`src/rtl/imem_pkg.sv`:
```
// Shared definitions for the instruction-memory arbiter: memory geometry,
// the nop word returned on rejected addresses, and the read-return owner tags.
package imem_pkg;

    localparam int          DEPTH    = 128;
    localparam int          IDX_W    = $clog2(DEPTH);
    localparam logic [31:0] NOP_WORD = 32'h0000_0000;

    // owner | meaning
    // NONE  | no read data returns next cycle (idle or ext write)
    // FETCH | fetch read in flight, data returns next cycle
    // EXT_RD| ext read in flight, data returns next cycle
    typedef enum logic [1:0] {
        NONE   = 2'd0,
        FETCH  = 2'd1,
        EXT_RD = 2'd2
    } owner_e;

endpackage

```
`src/rtl/imem_arbiter.sv`:
```
// Per-cycle arbiter sharing one synchronous-read instruction memory between CPU fetch
// and the loader/debug port. Optional address checking under IMEM_ARB_ADDR_CHECK_EN.
module imem_arbiter #(
    parameter int DATA_W   = 32,
    parameter int DEPTH    = imem_pkg::DEPTH,
    parameter int IDX_W    = $clog2(DEPTH),
    parameter int MAX_WAIT = 4
) (
    input  logic              clk,
    input  logic              reset,
    input  logic              fetch_req,
    input  logic [31:0]       fetch_addr,
    output logic              fetch_gnt,
    output logic              fetch_rvalid,
    output logic [DATA_W-1:0] fetch_rdata,
    input  logic              ext_req,
    input  logic              ext_we,
    input  logic [31:0]       ext_addr,
    input  logic [DATA_W-1:0] ext_wdata,
    output logic              ext_gnt,
    output logic              ext_rvalid,
    output logic [DATA_W-1:0] ext_rdata,
    output logic              mem_en,
    output logic              mem_we,
    output logic [IDX_W-1:0]  mem_idx,
    output logic [DATA_W-1:0] mem_wdata,
`ifdef IMEM_ARB_ADDR_CHECK_EN
    output logic              addr_err,
`endif
    input  logic [DATA_W-1:0] mem_rdata
);
    import imem_pkg::*;

    localparam int CNT_W = 4;

    logic              starve;
    logic              fetch_err;
    logic              ext_err;
    logic [CNT_W-1:0]  wait_cnt_q, wait_cnt_d;
    owner_e            owner_q, owner_d;
    logic              err_q, err_d;
    logic [DATA_W-1:0] fetch_hold_q, fetch_hold_d;
    logic [DATA_W-1:0] ext_hold_q, ext_hold_d;
    logic [DATA_W-1:0] ret_word;

`ifdef IMEM_ARB_ADDR_CHECK_EN
    // Misaligned or out-of-range addresses are granted but never reach the memory.
    assign fetch_err = (fetch_addr[1:0] != 2'b00) || (fetch_addr[31:IDX_W+2] != '0);
    assign ext_err   = (ext_addr[1:0] != 2'b00) || (ext_addr[31:IDX_W+2] != '0);
    assign addr_err  = err_q;
`else
    logic unused_addr_bits;
    assign fetch_err        = 1'b0;
    assign ext_err          = 1'b0;
    assign unused_addr_bits = ^{fetch_addr[31:IDX_W+2], fetch_addr[1:0],
                                ext_addr[31:IDX_W+2], ext_addr[1:0]};
`endif

    always_comb begin
        starve    = ext_req && (wait_cnt_q == CNT_W'(MAX_WAIT));
        fetch_gnt = !reset && fetch_req && !starve;
        ext_gnt   = !reset && ext_req && !fetch_gnt;

        mem_en    = 1'b0;
        mem_we    = 1'b0;
        mem_idx   = '0;
        mem_wdata = '0;
        owner_d   = NONE;
        err_d     = 1'b0;

        if (fetch_gnt) begin
            mem_en  = !fetch_err;
            mem_idx = fetch_err ? '0 : fetch_addr[IDX_W+1:2];
            owner_d = FETCH;
            err_d   = fetch_err;
        end else if (ext_gnt) begin
            mem_en    = !ext_err;
            mem_we    = ext_we && !ext_err;
            mem_idx   = ext_err ? '0 : ext_addr[IDX_W+1:2];
            mem_wdata = ext_err ? '0 : ext_wdata;
            // A rejected ext write still gets a nop response so the loader sees the error.
            owner_d   = (!ext_we || ext_err) ? EXT_RD : NONE;
            err_d     = ext_err;
        end

        if (ext_req && !ext_gnt)
            wait_cnt_d = (wait_cnt_q == CNT_W'(MAX_WAIT)) ? wait_cnt_q : wait_cnt_q + 1'b1;
        else
            wait_cnt_d = '0;

        ret_word     = err_q ? DATA_W'(NOP_WORD) : mem_rdata;
        fetch_rvalid = (owner_q == FETCH);
        ext_rvalid   = (owner_q == EXT_RD);
        fetch_rdata  = fetch_rvalid ? ret_word : fetch_hold_q;
        ext_rdata    = ext_rvalid ? ret_word : ext_hold_q;
        fetch_hold_d = fetch_rdata;
        ext_hold_d   = ext_rdata;
    end

    always_ff @(posedge clk) begin
        if (reset) begin
            wait_cnt_q   <= '0;
            owner_q      <= NONE;
            err_q        <= 1'b0;
            fetch_hold_q <= '0;
            ext_hold_q   <= '0;
        end else begin
            wait_cnt_q   <= wait_cnt_d;
            owner_q      <= owner_d;
            err_q        <= err_d;
            fetch_hold_q <= fetch_hold_d;
            ext_hold_q   <= ext_hold_d;
        end
    end

endmodule

```
`config.mk`:
```
export PLATFORM = sky130hd
export DESIGN_NAME = imem_arbiter
export DESIGN_NICKNAME = d
export VERILOG_FILES = /design/src/rtl/imem_pkg.sv /design/src/rtl/imem_arbiter.sv
export SDC_FILE = /design/constraint.sdc
export NUM_CORES = 1
export LEC_CHECK = 0
export CAP_MARGIN = 25
export CORE_MARGIN = 5
export CORE_UTILIZATION = 31
export DETAILED_ROUTE_END_ITERATION = 16
export PLACE_DENSITY = 0.76
export SLEW_MARGIN = 20
export SYNTH_ARGS = -nofsm -noshare
export SYNTH_HDL_FRONTEND = slang
export SYNTH_SLANG_ARGS = --single-unit
```
`constraint.sdc`:
```
create_clock -name clk -period 1.6 [get_ports clk]
set_clock_uncertainty 0.05 [all_clocks]
set_input_delay 0.24 -clock clk [delete_from_list [all_inputs] [get_ports clk]]
set_output_delay 0.24 -clock clk [all_outputs]
set_load 0.01 [all_outputs]
```
* Word-level counts from Yosys, hierarchy flattened *
Index checks and enable logic that the tools add are counted.

word-level totals
  logic and storage cells = 36
  output and inout port bits = 109
  register bits = 70
  bits of input ports = 133

cells by class
  mux-type cells = 13
  eq/ne operators = 3
  reductions and logical operators = 12
  add/sub/neg operators = 1
  bitwise gates (word level) = 2

operators with widths
  kind                   count
  $mux W32               4
  $mux W7                2
  $logic_and A1 B1 Y1    6
  $mux W1                6
  $add A4 B1 Y4 const B  1
  $eq A4 B3 Y1 const B   1
  $logic_not A1 Y1       4
  $reduce_or A3 Y1       1
  $eq A2 B1 Y1 const B   1
  $eq A2 B2 Y1 const B   1
  $mux W2                1
  $not A1 Y1             2
  $reduce_or A2 Y1       1

* Logic depth before layout (Yosys ltp) *
  depth after elaboration = 10
  mapped depth = 6

* Worst setup path before layout *
No wires, ideal clock.

  path kind = reg2out
  start = register wait_cnt_q[0]
  end = output port mem_wdata[22]
  setup slack = -0.084 ns
  cell stages (with the launch flop) = 7
  arrival = 1.394 ns
  path buffers = 1
  data required time = 1.310 ns
  cell sequence = dfxtp_1 -> inv_1 -> ha_1 -> nand3b_4 -> a211oi_4 -> buf_6 -> and2_1

on the way
  cells in the longest elaborated chain, start to end = 8

RTL lines
  item                      line                 text
  start: declaration        imem_arbiter.sv:39   logic [CNT_W-1:0] wait_cnt_q, wait_cnt_d;
  start signal: assignment  imem_arbiter.sv:108  wait_cnt_q <= wait_cnt_d;
  $eq A4 B3 Y1              imem_arbiter.sv:60   starve = ext_req && (wait_cnt_q == CNT_W'(MAX_WAIT));
  $logic_and A1 B1 Y1       imem_arbiter.sv:60
  $logic_not A1 Y1          imem_arbiter.sv:61   fetch_gnt = !reset && fetch_req && !starve;
  $logic_and A1 B1 Y1       imem_arbiter.sv:61
  $logic_not A1 Y1          imem_arbiter.sv:62   ext_gnt = !reset && ext_req && !fetch_gnt;
  $logic_and A1 B1 Y1       imem_arbiter.sv:62
  named net ext_gnt         imem_arbiter.sv:20   output logic ext_gnt,
  $mux W32                  imem_arbiter.sv:76   end else if (ext_gnt) begin
  $mux W32                  imem_arbiter.sv:71   if (fetch_gnt) begin
  end: declaration          imem_arbiter.sv:26   output logic [DATA_W-1:0] mem_wdata,

The timed path passes the listed nets, and every way through them passes these cells.

* Final worst setup path *
  start = register wait_cnt_q[1]
  end = output port mem_wdata[31]

on the way
  cells in the longest elaborated chain, start to end = 8

RTL lines
  item                     line
  $eq A4 B3 Y1 (*)         imem_arbiter.sv:60
  $logic_and A1 B1 Y1 (*)  imem_arbiter.sv:60
  $logic_not A1 Y1 (*)     imem_arbiter.sv:61
  $logic_and A1 B1 Y1 (*)  imem_arbiter.sv:61
  $logic_not A1 Y1         imem_arbiter.sv:62
  $logic_and A1 B1 Y1      imem_arbiter.sv:62
  $mux W32                 imem_arbiter.sv:76
  $mux W32 (*)             imem_arbiter.sv:71

Mark *: on every way between the ends. The rest lies on a longest branch, timed or not.

==> key figures <==
Synth
  • Synth async-reset ratio: 0%
  • Post-synth top area cell: dfxtp_1
  • Synth unique cells: 23
  • Main synth FF type: dfxtp_1
  • Ys Warns: 0
  • Sequential area share after synthesis: roughly 44%
  • Post-Syn Area per Cell: ~11 sq um
  • Ranking of synthesized cells by area: dfxtp_1 44%, and2_1 18%, mux2_2 18%
  • Most frequent cell after synthesis: and2_1
  • #FFs+latches synth: 70
  • Area of the mapped netlist: 3180 sq um
  • Commonest cells in the netlist: 93 x and2_1, 70 x dfxtp_1, 50 x mux2_2
  • Syn Nets: 419
  • Post-synth EDFFs: 0
  • Top cell type's share of synthesized area: 44.0%
  • Syn Inst Count: 284

Routing
  • DR iter-0 viols: 80
  • Routed wl met2: 5980 um
  • ANT nets after route: 0
  • DRC: 0
  • Via count: 2924
  • DR pass1 iterations: 4
  • Wl on met1: about 4000 um
  • Max layer used: met4
  • Avg WL per Cell: 16.4 um
  • Post-Route WL: 11000 um
  • Met3 wire len: 936 um
  • Number of vias per cell: ~4.3

Global route
  • Initial antenna violation count: 0
  • First-pass GRT wire length: 16500 um
  • Vias in the first global route: about 3200
  • Largest net degree at the start of global routing: 67
  • GRT overflow: 0
  • GRT Total Usage: 16.7%

Placed design
  • GPL Wtd Cong: 0.810
  • Pre-CTS setup slack: -0.737 ns
  • DPL Wire Length: 7070 um
  • IO buf count: ~190
  • DP Area: 5320 sq um

Critical path
  • Crit path cell chain: inv_2 -> ha_4 -> nand3b_4 -> a211oi_4 -> buf_6 -> buf_12 -> buf_16 -> and2_4 -> buf_6
  • Maximum fanout along the worst path: 5
  • CP dominant cell by count: buf_6
  • CP max stage cell: dfxtp_2
  • Data arrival time of the worst path: 1.85 ns
  • CP max stage delay: approximately 0.32 ns
  • Critical Path Sink Type: output port
  • Worst endpoint required time: 1.31 ns
  • Crit Path Category: reg -> out
  • Crit start category: flip-flop

Floorplan
  • Die span in x: around 110 um
  • Die H: 111 um
  • Initial Util: a little under a third
  • Die area: approximately 12000 sq um
  • Row Count: 37
  • Ports: 242
  • Core area: 10200 sq um

Timing
  • RSZ-0062 raised after global routing: yes
  • Hold Vio Cnt, Final: 0
  • Max Slew Vio Count: 0
  • Setup Viol. Count Final: 108
  • Least-Margin Pin Slew: 0.368 ns
  • FMAX: 0.468 GHz
  • Final worst-path cycle share: 134%
  • Final worst setup slack: -0.538 ns
  • Max transition margin: 75.5%
  • Min cycle time layout: 2.14 ns

Power and ir drop
  • Pwr Total: 4.37 mW
  • PwrDens: about 650 nW/um^2
  • Leak: 3.10 nW
  • Maximum vdd ir drop: 387 uV

Clocking
  • Clock Latency Late Sink: 0.33 ns
  • CTS Buf Count: 9
  • Clock sink total: 70
  • Max H-tree Level: 3
  • CTS root buf: clkbuf_8
  • Longest Clk Path Bufs: 2
  • Worst-path clk slew: around 0.070 ns
  • CTS tree: done

Outcome
  • Failing checks: setup timing
  • Outcome: finished, violations left

Cells and area
  • Net count, final: 669
  • P&R area growth vs syn: 110%
  • Ant. Diodes: 0
  • FILL cells: around 750
  • Finished Cell Area: 6700 sq um
  • Fraction of layout cells with a size suffix above 1: slightly below 60%

Hold path
  • Hold crit path type: in -> reg

Flow run
  • Maxcap violations: 0
==> final cells by class <==
class | instances | area (sq um) | area share (%)
repair buffers | 259 | 2940 | 44.0
multi-input cells | 188 | 1960 | 29.2
flip-flops and latches | 70 | 1410 | 21.0
well taps | 136 | 170 | 2.54
clock buffers | 10 | 138 | 2.06
clock inverters | 5 | 60.1 | 0.897
inverters | 6 | 22.5 | 0.336
==> where the power goes <==
part           leakage, nW  switching, mW  internal (mW)
Combinational         2.43          0.389          0.761
Sequential           0.571         0.0179           1.80
Clock               0.0983          0.652          0.756
==> per-layer routing <==
| layer | vias to the layer above | GRT usage, % |
|---|---|---|
| met1 | 1363 | 16.3 |
| li1 | 1425 | - |
| met3 | 8 | 6.71 |
| met5 | - | 0 |
| met4 | 0 | 4.30 |
| met2 | 128 | 32.4 |
==> flip-flops by register name, indices dropped and copies added (netlist names) <==
name          cells
ext_hold_q       32
wait_cnt_q        4
owner_q           2
fetch_hold_q     32
==> worst max-delay path, delay by kind of cell (launching register included) <==
family	cells	cell delay, ns
flops	1	0.32
fa+ha+maj	1	0.14
compound gates	1	0.27
simple gates	2	0.24
buf+inv	5	0.54
==> cells by family (layout without fill, tap and decap cells) <==
kind of cell	count (synthesis)	count (layout)	share of synthesized area, %
mux	65	65	24.0
simple gates	110	110	21.7
compound gates	10	10	3.46
fa+ha+maj	2	2	0.786
buf+inv	26	280	5.70
flops	70	70	44.0
xor+xnor	1	1	0.275
==> path summary, 6_finish.rpt <==
path | slack, ns | startpoint | endpoint | cells past startpoint
max reg2reg | -0.10 | owner_q[1] | ext_hold_q[18] | 8
min reg2reg | 0.48 | wait_cnt_q[0] | wait_cnt_q[0] | 2
max | -0.54 | wait_cnt_q[1] | mem_wdata[31] | 9
min | 0.48 | fetch_req | owner_q[0] | 3
==> stage by stage <==
step / TNS, ns / cells / util [%] / hold slack, ns
after global routing: -45.82 / 674 / 65.7 / 0.474
after CTS: -42.80 / 668 / 62.0 / 0.447
after global placement: -44.61 / 608 / 52.2 / 0.478
after floorplan: 0 / 284 / - / 0.338
final: -38.00 / 674 / 65.7 / 0.477
after detailed placement: -45.16 / 608 / 52.2 / 0.481
==> cells in the final DEF, fill, tap and decap left out, types with 2 or more instances in the layout <==
cell type	count
a22o_4	6
and2_1	64
and2_4	33
buf_12	5
buf_16	5
buf_2	3
buf_4	9
buf_6	144
buf_8	8
clkbuf_16	2
clkbuf_8	10
clkdlybuf4s50_1	81
clkinv_4	2
dfxtp_1	66
dfxtp_2	4
inv_1	3
inv_2	3
mux2_2	2
mux2_4	62
nor2_1	7
==> what timing repair did <==
item                                   CTS  global route
hold buffers                             0             0
setup buffers                           38            14
resized for setup                      621            87
pin swaps                                4            32
gates cloned                             7             3
endpoints found under the hold margin    0             0
setup endpoints to repair              109           129
No activity file was read; power rests on OpenSTA's default activity.
